**config.mk**
```make
export PLATFORM = sky130hd
export DESIGN_NAME = ram_stream_reader_flat
export DESIGN_NICKNAME = d
export VERILOG_FILES = /design/src/rtl/ram_stream_reader_if.sv /design/src/rtl/ram_stream_reader.sv /design/src/flat_wrapper.sv
export SDC_FILE = /design/constraint.sdc
export NUM_CORES = 1
export LEC_CHECK = 0
export ABC_CLOCK_PERIOD_IN_PS = 5350
export CAP_MARGIN = 20
export CORE_ASPECT_RATIO = 0.7
export CORE_UTILIZATION = 55
export CTS_CLUSTER_SIZE = 20
export DETAILED_ROUTE_END_ITERATION = 8
export HOLD_SLACK_MARGIN = 0.02
export PLACE_DENSITY = 0.85
export SLEW_MARGIN = 20
export SYNTH_ARGS = -nofsm -noshare
export SYNTH_HDL_FRONTEND = slang
export SYNTH_SLANG_ARGS = --single-unit
```
**constraint.sdc**
```tcl
create_clock -name clk -period 5.35 [get_ports clk]
set_input_delay 1.3375 -clock clk [delete_from_list [all_inputs] [get_ports clk]]
set_output_delay 1.3375 -clock clk [all_outputs]
set_load 0.01 [all_outputs]
```
**src/rtl/ram_stream_reader_if.sv**
```systemverilog
// Signal bundle for ram_stream_reader: burst control, RAM read port and output stream.
// The master modport is the reader; the slave modport is its surroundings.
interface ram_stream_reader_if #(
  parameter int ADDR_WIDTH = 16,
  parameter int DATA_WIDTH = 32,
  parameter int LEN_WIDTH  = 17
);
  logic                  start;
  logic [ADDR_WIDTH-1:0] base_addr;
  logic [LEN_WIDTH-1:0]  length;
  logic                  busy;
  logic                  done;
  logic [ADDR_WIDTH-1:0] ram_addr;
  logic [DATA_WIDTH-1:0] ram_rdata;
  logic [DATA_WIDTH-1:0] m_data;
  logic                  m_valid;
  logic                  m_ready;

  modport master (
    input  start, base_addr, length, ram_rdata, m_ready,
    output busy, done, ram_addr, m_data, m_valid
  );

  modport slave (
    output start, base_addr, length, ram_rdata, m_ready,
    input  busy, done, ram_addr, m_data, m_valid
  );
endinterface

```
**src/rtl/ram_stream_reader.sv**
```systemverilog
// Burst reader for a 1-cycle-latency RAM read port, streaming words out on valid/ready.
// A 2-entry output buffer plus an in-flight flag hides RAM latency under backpressure.
module ram_stream_reader #(
  parameter int ADDR_WIDTH = 16,
  parameter int DATA_WIDTH = 32,
  parameter int LEN_WIDTH  = 17
) (
  input logic                clk,
  input logic                rst,
  ram_stream_reader_if.master bus
);

  typedef enum logic [0:0] {IDLE, RUN} state_t;

  state_t                state;
  logic                  busy_r;
  logic                  done_r;
  logic                  valid_p2;
  logic [1:0]            occ;
  logic                  vld_p1;
  logic [ADDR_WIDTH-1:0] addr_p0;
  logic [LEN_WIDTH-1:0]  to_issue;
  logic [LEN_WIDTH-1:0]  beats_left;
  logic [DATA_WIDTH-1:0] head_p2;
  logic [DATA_WIDTH-1:0] skid_p2;

  logic                  pop;
  logic                  push;
  logic                  issue;
  logic [1:0]            occ_next;

  // A new read fits only if buffered + in-flight words, less the one leaving now, stay below 2.
  function automatic logic has_room(input logic [1:0] o, input logic f, input logic p);
    return ({1'b0, o} + {2'b00, f}) < (3'd2 + {2'b00, p});
  endfunction

  always_comb begin
    pop      = valid_p2 & bus.m_ready;
    push     = vld_p1;
    issue    = (state == RUN) && (to_issue != '0) && has_room(occ, vld_p1, pop);
    occ_next = occ + {1'b0, push} - {1'b0, pop};
  end

  // Stage p0: address issue and burst control; p1: RAM read in flight; p2: output buffer.
  always_ff @(posedge clk or posedge rst) begin
    if (rst) begin
      state      <= IDLE;
      busy_r     <= 1'b0;
      done_r     <= 1'b0;
      valid_p2   <= 1'b0;
      occ        <= 2'd0;
      vld_p1     <= 1'b0;
      addr_p0    <= '0;
      to_issue   <= '0;
      beats_left <= '0;
      head_p2    <= '0;
    end else begin
      done_r   <= 1'b0;
      vld_p1   <= issue;
      occ      <= occ_next;
      valid_p2 <= (occ_next != 2'd0);

      if (issue) begin
        addr_p0  <= addr_p0 + ADDR_WIDTH'(1);
        to_issue <= to_issue - LEN_WIDTH'(1);
      end

      if (push && (occ == 2'd0 || (occ == 2'd1 && pop)))
        head_p2 <= bus.ram_rdata;
      else if (pop && occ == 2'd2)
        head_p2 <= skid_p2;

      case (state)
        IDLE: begin
          if (bus.start) begin
            addr_p0 <= bus.base_addr;
            if (bus.length != '0) begin
              state      <= RUN;
              busy_r     <= 1'b1;
              to_issue   <= bus.length;
              beats_left <= bus.length;
            end else begin
              done_r <= 1'b1;
            end
          end
        end
        RUN: begin
          if (pop) begin
            beats_left <= beats_left - LEN_WIDTH'(1);
            if (beats_left == LEN_WIDTH'(1)) begin
              state  <= IDLE;
              busy_r <= 1'b0;
              done_r <= 1'b1;
            end
          end
        end
        default: state <= IDLE;
      endcase
    end
  end

  // Second buffer slot holds data only; its contents are meaningless unless occ says otherwise.
  always_ff @(posedge clk) begin
    if (push && ((occ == 2'd1 && !pop) || (occ == 2'd2 && pop)))
      skid_p2 <= bus.ram_rdata;
  end

  assign bus.busy     = busy_r;
  assign bus.done     = done_r;
  assign bus.ram_addr = addr_p0;
  assign bus.m_data   = head_p2;
  assign bus.m_valid  = valid_p2;

endmodule

```
**src/flat_wrapper.sv**
```systemverilog
// flat-port wrapper written by rule: the top's interface ports become plain ports
module ram_stream_reader_flat 
#(
  parameter int ADDR_WIDTH = 16,
  parameter int DATA_WIDTH = 32,
  parameter int LEN_WIDTH  = 17
)
  (clk, rst, bus_start, bus_base_addr, bus_length, bus_ram_rdata, bus_m_ready, bus_busy, bus_done, bus_ram_addr, bus_m_data, bus_m_valid);
  ram_stream_reader_if #(.ADDR_WIDTH(ADDR_WIDTH), .DATA_WIDTH(DATA_WIDTH), .LEN_WIDTH(LEN_WIDTH)) bus_i ();
  input logic clk;
  input logic rst;
  input wire logic [$bits(bus_i.start)-1:0] bus_start;
  input wire logic [$bits(bus_i.base_addr)-1:0] bus_base_addr;
  input wire logic [$bits(bus_i.length)-1:0] bus_length;
  input wire logic [$bits(bus_i.ram_rdata)-1:0] bus_ram_rdata;
  input wire logic [$bits(bus_i.m_ready)-1:0] bus_m_ready;
  output wire logic [$bits(bus_i.busy)-1:0] bus_busy;
  output wire logic [$bits(bus_i.done)-1:0] bus_done;
  output wire logic [$bits(bus_i.ram_addr)-1:0] bus_ram_addr;
  output wire logic [$bits(bus_i.m_data)-1:0] bus_m_data;
  output wire logic [$bits(bus_i.m_valid)-1:0] bus_m_valid;
  assign bus_i.start = bus_start;
  assign bus_i.base_addr = bus_base_addr;
  assign bus_i.length = bus_length;
  assign bus_i.ram_rdata = bus_ram_rdata;
  assign bus_i.m_ready = bus_m_ready;
  assign bus_busy = bus_i.busy;
  assign bus_done = bus_i.done;
  assign bus_ram_addr = bus_i.ram_addr;
  assign bus_m_data = bus_i.m_data;
  assign bus_m_valid = bus_i.m_valid;
  ram_stream_reader #(.ADDR_WIDTH(ADDR_WIDTH), .DATA_WIDTH(DATA_WIDTH), .LEN_WIDTH(LEN_WIDTH)) u_core (.clk(clk), .rst(rst), .bus(bus_i));
endmodule
```
After elaboration in Yosys (flattened, before gate mapping)

Cells that the tools add are included.

Register bits after elaboration: 121
Bits of input ports: 69
Logic and storage cells: 73

Add/subtract/negate cells: 7
Order comparisons: 1
Equal/unequal tests: 7
Mux-type cells: 28
Bitwise logic cells: 2
Reduce and logical (&&, ||, !) cells: 17

Operator list:

| cell                                                   | count |
|---|---|
| 2-to-1 mux 17 bit                                      | 7 |
| 2-to-1 mux 32 bit                                      | 2 |
| 2-to-1 mux 16 bit                                      | 3 |
| case mux 17 bit (2 select lines)                       | 1 |
| nonzero test 17 bit                                    | 2 |
| subtractor 17 x 1 -> 17 bit (second input constant)    | 2 |
| == test 17 x 1 -> 1 bit (second input constant)        | 1 |
| adder 16 x 1 -> 16 bit (second input constant)         | 1 |
| 2-to-1 mux 1 bit                                       | 12 |
| logical AND 1 bit                                      | 7 |
| inequality test 2 bit (second input constant)          | 3 |
| case mux 1 bit (2 select lines)                        | 3 |
| AND reduction 4 bit                                    | 1 |
| nonzero test 2 bit                                     | 2 |
| adder 2 x 1 -> 3 bit                                   | 1 |
| adder 2 x 1 -> 3 bit (first input constant)            | 1 |
| less-than comparator 3 bit                             | 1 |
| AND reduction 3 bit                                    | 1 |
| adder 2 x 1 -> 2 bit                                   | 1 |
| == test 2 x 1 -> 1 bit (second input constant)         | 1 |
| == test 2 bit (second input constant)                  | 1 |
| zero test 2 bit                                        | 1 |
| logical OR 1 bit                                       | 2 |
| inequality test 2 x 1 -> 1 bit (second input constant) | 1 |
| 4 further kinds                                        | 4 |

Logic depth before layout (Yosys ltp)

Depth after elaboration: 8
Gate-level depth with buffers: 9
Mapped depth without buffers: 8

Least setup slack after synthesis

No wires, ideal clock.

Path kind: input port to flip-flop
Start: input bus_m_ready
End: register u_core.skid_p2[0] (enable)
Library setup time: 0.425 ns
Arrival: 3.410 ns
Setup slack: 1.515 ns
Cell stages on the path: 6
Path buffers: 1
Cell sequence: nand2_1 > inv_1 > and3_1 > clkbuf_1 > a21oi_1 > nor2b_1

Longest elaborated chain between the ends: 5
Elaborated cells between the ends (all ways): 6
Classes of those cells: bitwise (1); reduce/logical (5)

RTL lines:

| element              | RTL line                 | RTL |
|---|---|---|
| from (decl)          | flat_wrapper.sv:16       | `input wire logic [$bits(bus_i.m_ready)-1:0] bus_m_ready;` |
| AND 1 bit *          | ram_stream_reader.sv:38  | `pop = valid_p2 & bus.m_ready;` |
| zero test 1 bit      | ram_stream_reader.sv:104 | `if (push && ((occ == 2'd1 && !pop) \|\| (occ == 2'd2 && pop)))` |
| logical AND 1 bit    | ram_stream_reader.sv:104 |  |
| logical OR 1 bit *   | ram_stream_reader.sv:104 |  |
| logical AND 1 bit *  | ram_stream_reader.sv:104 |  |
| to (signal assigned) | ram_stream_reader.sv:105 | `skid_p2 <= bus.ram_rdata;` |
| to (decl)            | ram_stream_reader.sv:25  | `logic [DATA_WIDTH-1:0] skid_p2;` |

Mark *: on every way between the ends. The rest lies on a longest branch, timed or not.
A chain may end at the register's enable or synchronous reset.

Final worst setup path

Start: input bus_start
End: register u_core.beats_left[13]

Longest elaborated chain between the ends: 2

RTL lines:

| element                                | RTL line                | RTL |
|---|---|---|
| from (decl)                            | flat_wrapper.sv:12      | `input wire logic [$bits(bus_i.start)-1:0] bus_start;` |
| inequality test 2 bit (no source line) | --                      |  |
| AND reduction 3 bit (no source line)   | --                      |  |
| to (signal assigned)                   | ram_stream_reader.sv:81 | `beats_left <= bus.length;` |
| to (signal assigned)                   | ram_stream_reader.sv:89 | `beats_left <= beats_left - LEN_WIDTH'(1);` |
| to (decl)                              | ram_stream_reader.sv:23 | `logic [LEN_WIDTH-1:0] beats_left;` |

Every way passes these cells.

==> reports/metrics.cfg <==
[run_status]
outcome = completed

[floorplan]
die_area_sq_mm = 0.0109
die_h_um = 87.5
io_pins = 120
die_w_um = 124
row_count = 30
core_area_sq_mm = 0.00991
initial_core_util_pct = 58.0

[critical_path]
crit_slowest_cell = a21oi_1
start_kind = input port
crit_cells = 6
crit_type = input port to flop
cp_top_family = compound AO/OA/AOI/OAI gates
required_ns = 5.66
cp-endpoint = u_core.beats_left[13]
slowest_delay_ns = 0.72
startpoint = bus_start
crit_fanout = 10
worstPathCellList = clkdlybuf4s50_1 -> nor2b_1 -> nor2_1 -> a21oi_1 -> a21oi_1 -> a211oi_1
cp_data_arrival_time_ns = 3.80
r2r_cells = 5
cpMostUsedCell = a21oi_1
r2r_slack_ns = 2.35
r2r-end = u_core.beats_left[13]
crit_buf_inv = 1
timing.rr.start = u_core.state
end_kind = flop

[finish]
multi_input_area_sq_mm = 0.00239
fillers = 644
design_area_sq_mm = 0.00761
antennaDiodeCount = 0
layout.nets = 758
drive_gt1_share_pct = 7.65
area_growth_pct = 32.4
layout.area.seq_sq_mm = 0.00319

[clock_tree]
clock-sinks = 121
hold_buffers = 0
cts.path.max_buffers = 2
post_cts_buffers = 0
post_cts_resized = 0
cts.clk_slew.worst_paths_ns = 0.06
cts_tree = yes
clock_latency_ns = 0.41
cts_max_level = 4
root_buffer = clkbuf_16
numCtsBuffers = 17

[timing]
finalCritPeriodShare_pct = 65.3
setup_violations = 0
layout_min_cycle_time_ns = 3.49
slew_headroom_pct = 37.4
fmax_ghz = 0.286
worst_slew_pin_slew_ns = 0.931
maxSlewViolCount = 0
layout_setup_ws_ns = 1.86
finalHoldViolCount = 0
rsz0062_at_grt = false
final.setup.tns_ns = 0
clock-skew-final_ns = 0.00870

[drt]
postRouteAntennaNets = 0
dr.pass1.iters = 7
totalWireLength_mm = 16.5
num_vias = 5243
drt_iter0_drc = 590
wl_per_cell_um = 20.1
avgViaCountPerCell = 6.39
drc = 0

[synthesis]
yosysWarnings = 0
yosys.area.top_type = dfrtp_1
netlist_instances = 562
seq_area_frac_synth_pct = 55.5
synthArstFlopShare_pct = 73.6
avgSynthCellArea_sq_um = 10.2
yosysTopAreaCellShare_pct = 38.7
yosysUniqueCellTypes = 61
ys_top_cells_by_area = dfrtp_1 (39%), edfxtp_1 (17%), nand2_1 (6.8%), a22oi_1 (4.4%), xor2_1 (2.6%)
synth-edff-count = 32
netlist_area_sq_mm = 0.00575
synth_seq_cells = 121
syn_nets = 640
synthFlopType = dfrtp_1

[power]
p_leak_nw = 3.03
ir_worst_vdd_mv = 0.270
power.density_mw_per_mm2 = 549

[grt]
grt_pass1_wl_mm = 26.3
grt_overflow = 0
antenna_found_initial = 0
track_usage_pct = 32.0
grt_pass1_vias = 5120
grt_max_degree = 56

[place]
gp_congestion = 0.905
place_hpwl_mm = 11.0
place_ws_ns = 1.54
port-buffer-count = 119
placed_area_sq_mm = 0.00704

[worst_hold_path]
hp-class = flop to flop

[job]
cap_violations = 0

power breakdown:
group	total (mW)	switching, mW	internal (mW)
clock network	1.09	0.444	0.646
logic	1.54	0.834	0.702
registers	1.56	0.266	1.29
metrics by stage:
stage	hold slack (ns)	power, mW	cells	utilization [%]
final	0.462	4.18	821	76.8
after global routing	0.479	4.41	821	76.8
after CTS	0.460	4.17	821	76.8
after detailed placement	0.446	3.05	789	71.0
after global placement	0.442	2.97	789	71.0
after floorplan	0.438	2.39	562	-
layout by cell type (no fill, tap or decap), types with 3 or more instances in the layout:
master,instances
o21ai_1,18
nor4b_1,3
clkbuf_16,17
a31oi_1,10
o21ai_0,12
and3_1,6
nand2_1,104
mux2i_1,4
a221oi_1,4
inv_1,10
or3_1,5
nand3_1,13
clkinv_4,3
nor4_1,9
ha_1,9
nand3b_1,3
nor3_1,9
o21a_1,5
inv_6,5
o2111ai_1,5
nand4_1,9
nand2b_1,6
xnor2_1,4
clkdlybuf4s50_1,119
o211ai_1,5
a21oi_1,23
a22oi_1,34
edfxtp_1,32
a211oi_1,4
buf_4,8
o31ai_1,3
nor2b_1,4
dfrtp_1,89
nor2_1,34
clkinvlp_4,5
xor2_1,17
kinds of logic after synthesis:
| logic type | count (synthesis) | share of synthesized area (%) |
|---|---|---|
| adders and majority gates | 9 | 1.96 |
| and+or+nand+nor | 224 | 18.9 |
| DFF | 121 | 55.5 |
| AOI/OAI and AO/OA | 143 | 16.8 |
| xor gates and xnor gates | 21 | 3.20 |
| buffers and inverters | 40 | 3.03 |
| muxes | 4 | 0.697 |
synthesized netlist by cell type, types with 6 or more instances:
cell	instances
nand2_1	104
dfrtp_1	89
nor2_1	35
a22oi_1	34
edfxtp_1	32
a21oi_1	24
clkbuf_1	24
o21ai_1	18
xor2_1	17
nand3_1	13
o21ai_0	12
inv_1	11
a31oi_1	10
ha_1	9
nand4_1	9
nor3_1	9
nor4_1	9
and3_1	6
nand2b_1	6
registers in the layout (all words and copies together), names as in the netlist:
name / cells
u_core.to_issue: 17
u_core.push: 1
u_core.bus.busy: 1
u_core.bus.done: 1
u_core.skid_p2: 32
u_core.bus.m_valid: 1
u_core.occ: 2
u_core.bus.m_data: 32
u_core.bus.ram_addr: 16
u_core.state: 1
u_core.beats_left: 17
cell type report:
type                            instances  share of cell area [%]
Sequential cell                       121                    41.9
Clock inverter                         15                    1.87
Clock buffer                           17                    5.59
Inverter                               12                   0.625
Multi-Input combinational cell        401                    31.5
Tap cell                              128                    2.10
Timing Repair Buffer                  127                    16.4
metal layers:
| metal | global-route usage, % | part of all wire, % |
|---|---|---|
| met1 | 43.0 | 42 |
| met2 | 52.2 | 47 |
| met3 | 6.90 | 9.0 |
| met4 | 10.2 | 1.6 |
| met5 | 0 | 0 |
worst min-delay path by stage:
stage / from / end / cells past startpoint
final: u_core.skid_p2[20] / u_core.bus.m_data[20] / 2
after floorplan: u_core.skid_p2[0] / u_core.bus.m_data[0] / 2
after global routing: u_core.skid_p2[3] / u_core.bus.m_data[3] / 2
after CTS: u_core.skid_p2[20] / u_core.bus.m_data[20] / 2
after global placement: u_core.skid_p2[6] / u_core.bus.m_data[6] / 2
after detailed placement: u_core.skid_p2[20] / u_core.bus.m_data[20] / 2
worst reg2reg max path: stages, from the launching register on:
cell and delay [ns]:
dfrtp_1 0.96, and3_1 0.63, nor2_1 0.16, a21oi_1 0.74, a21oi_1 0.14, a211oi_1 0.26
Note: power is estimated with default switching activity, not from simulation.
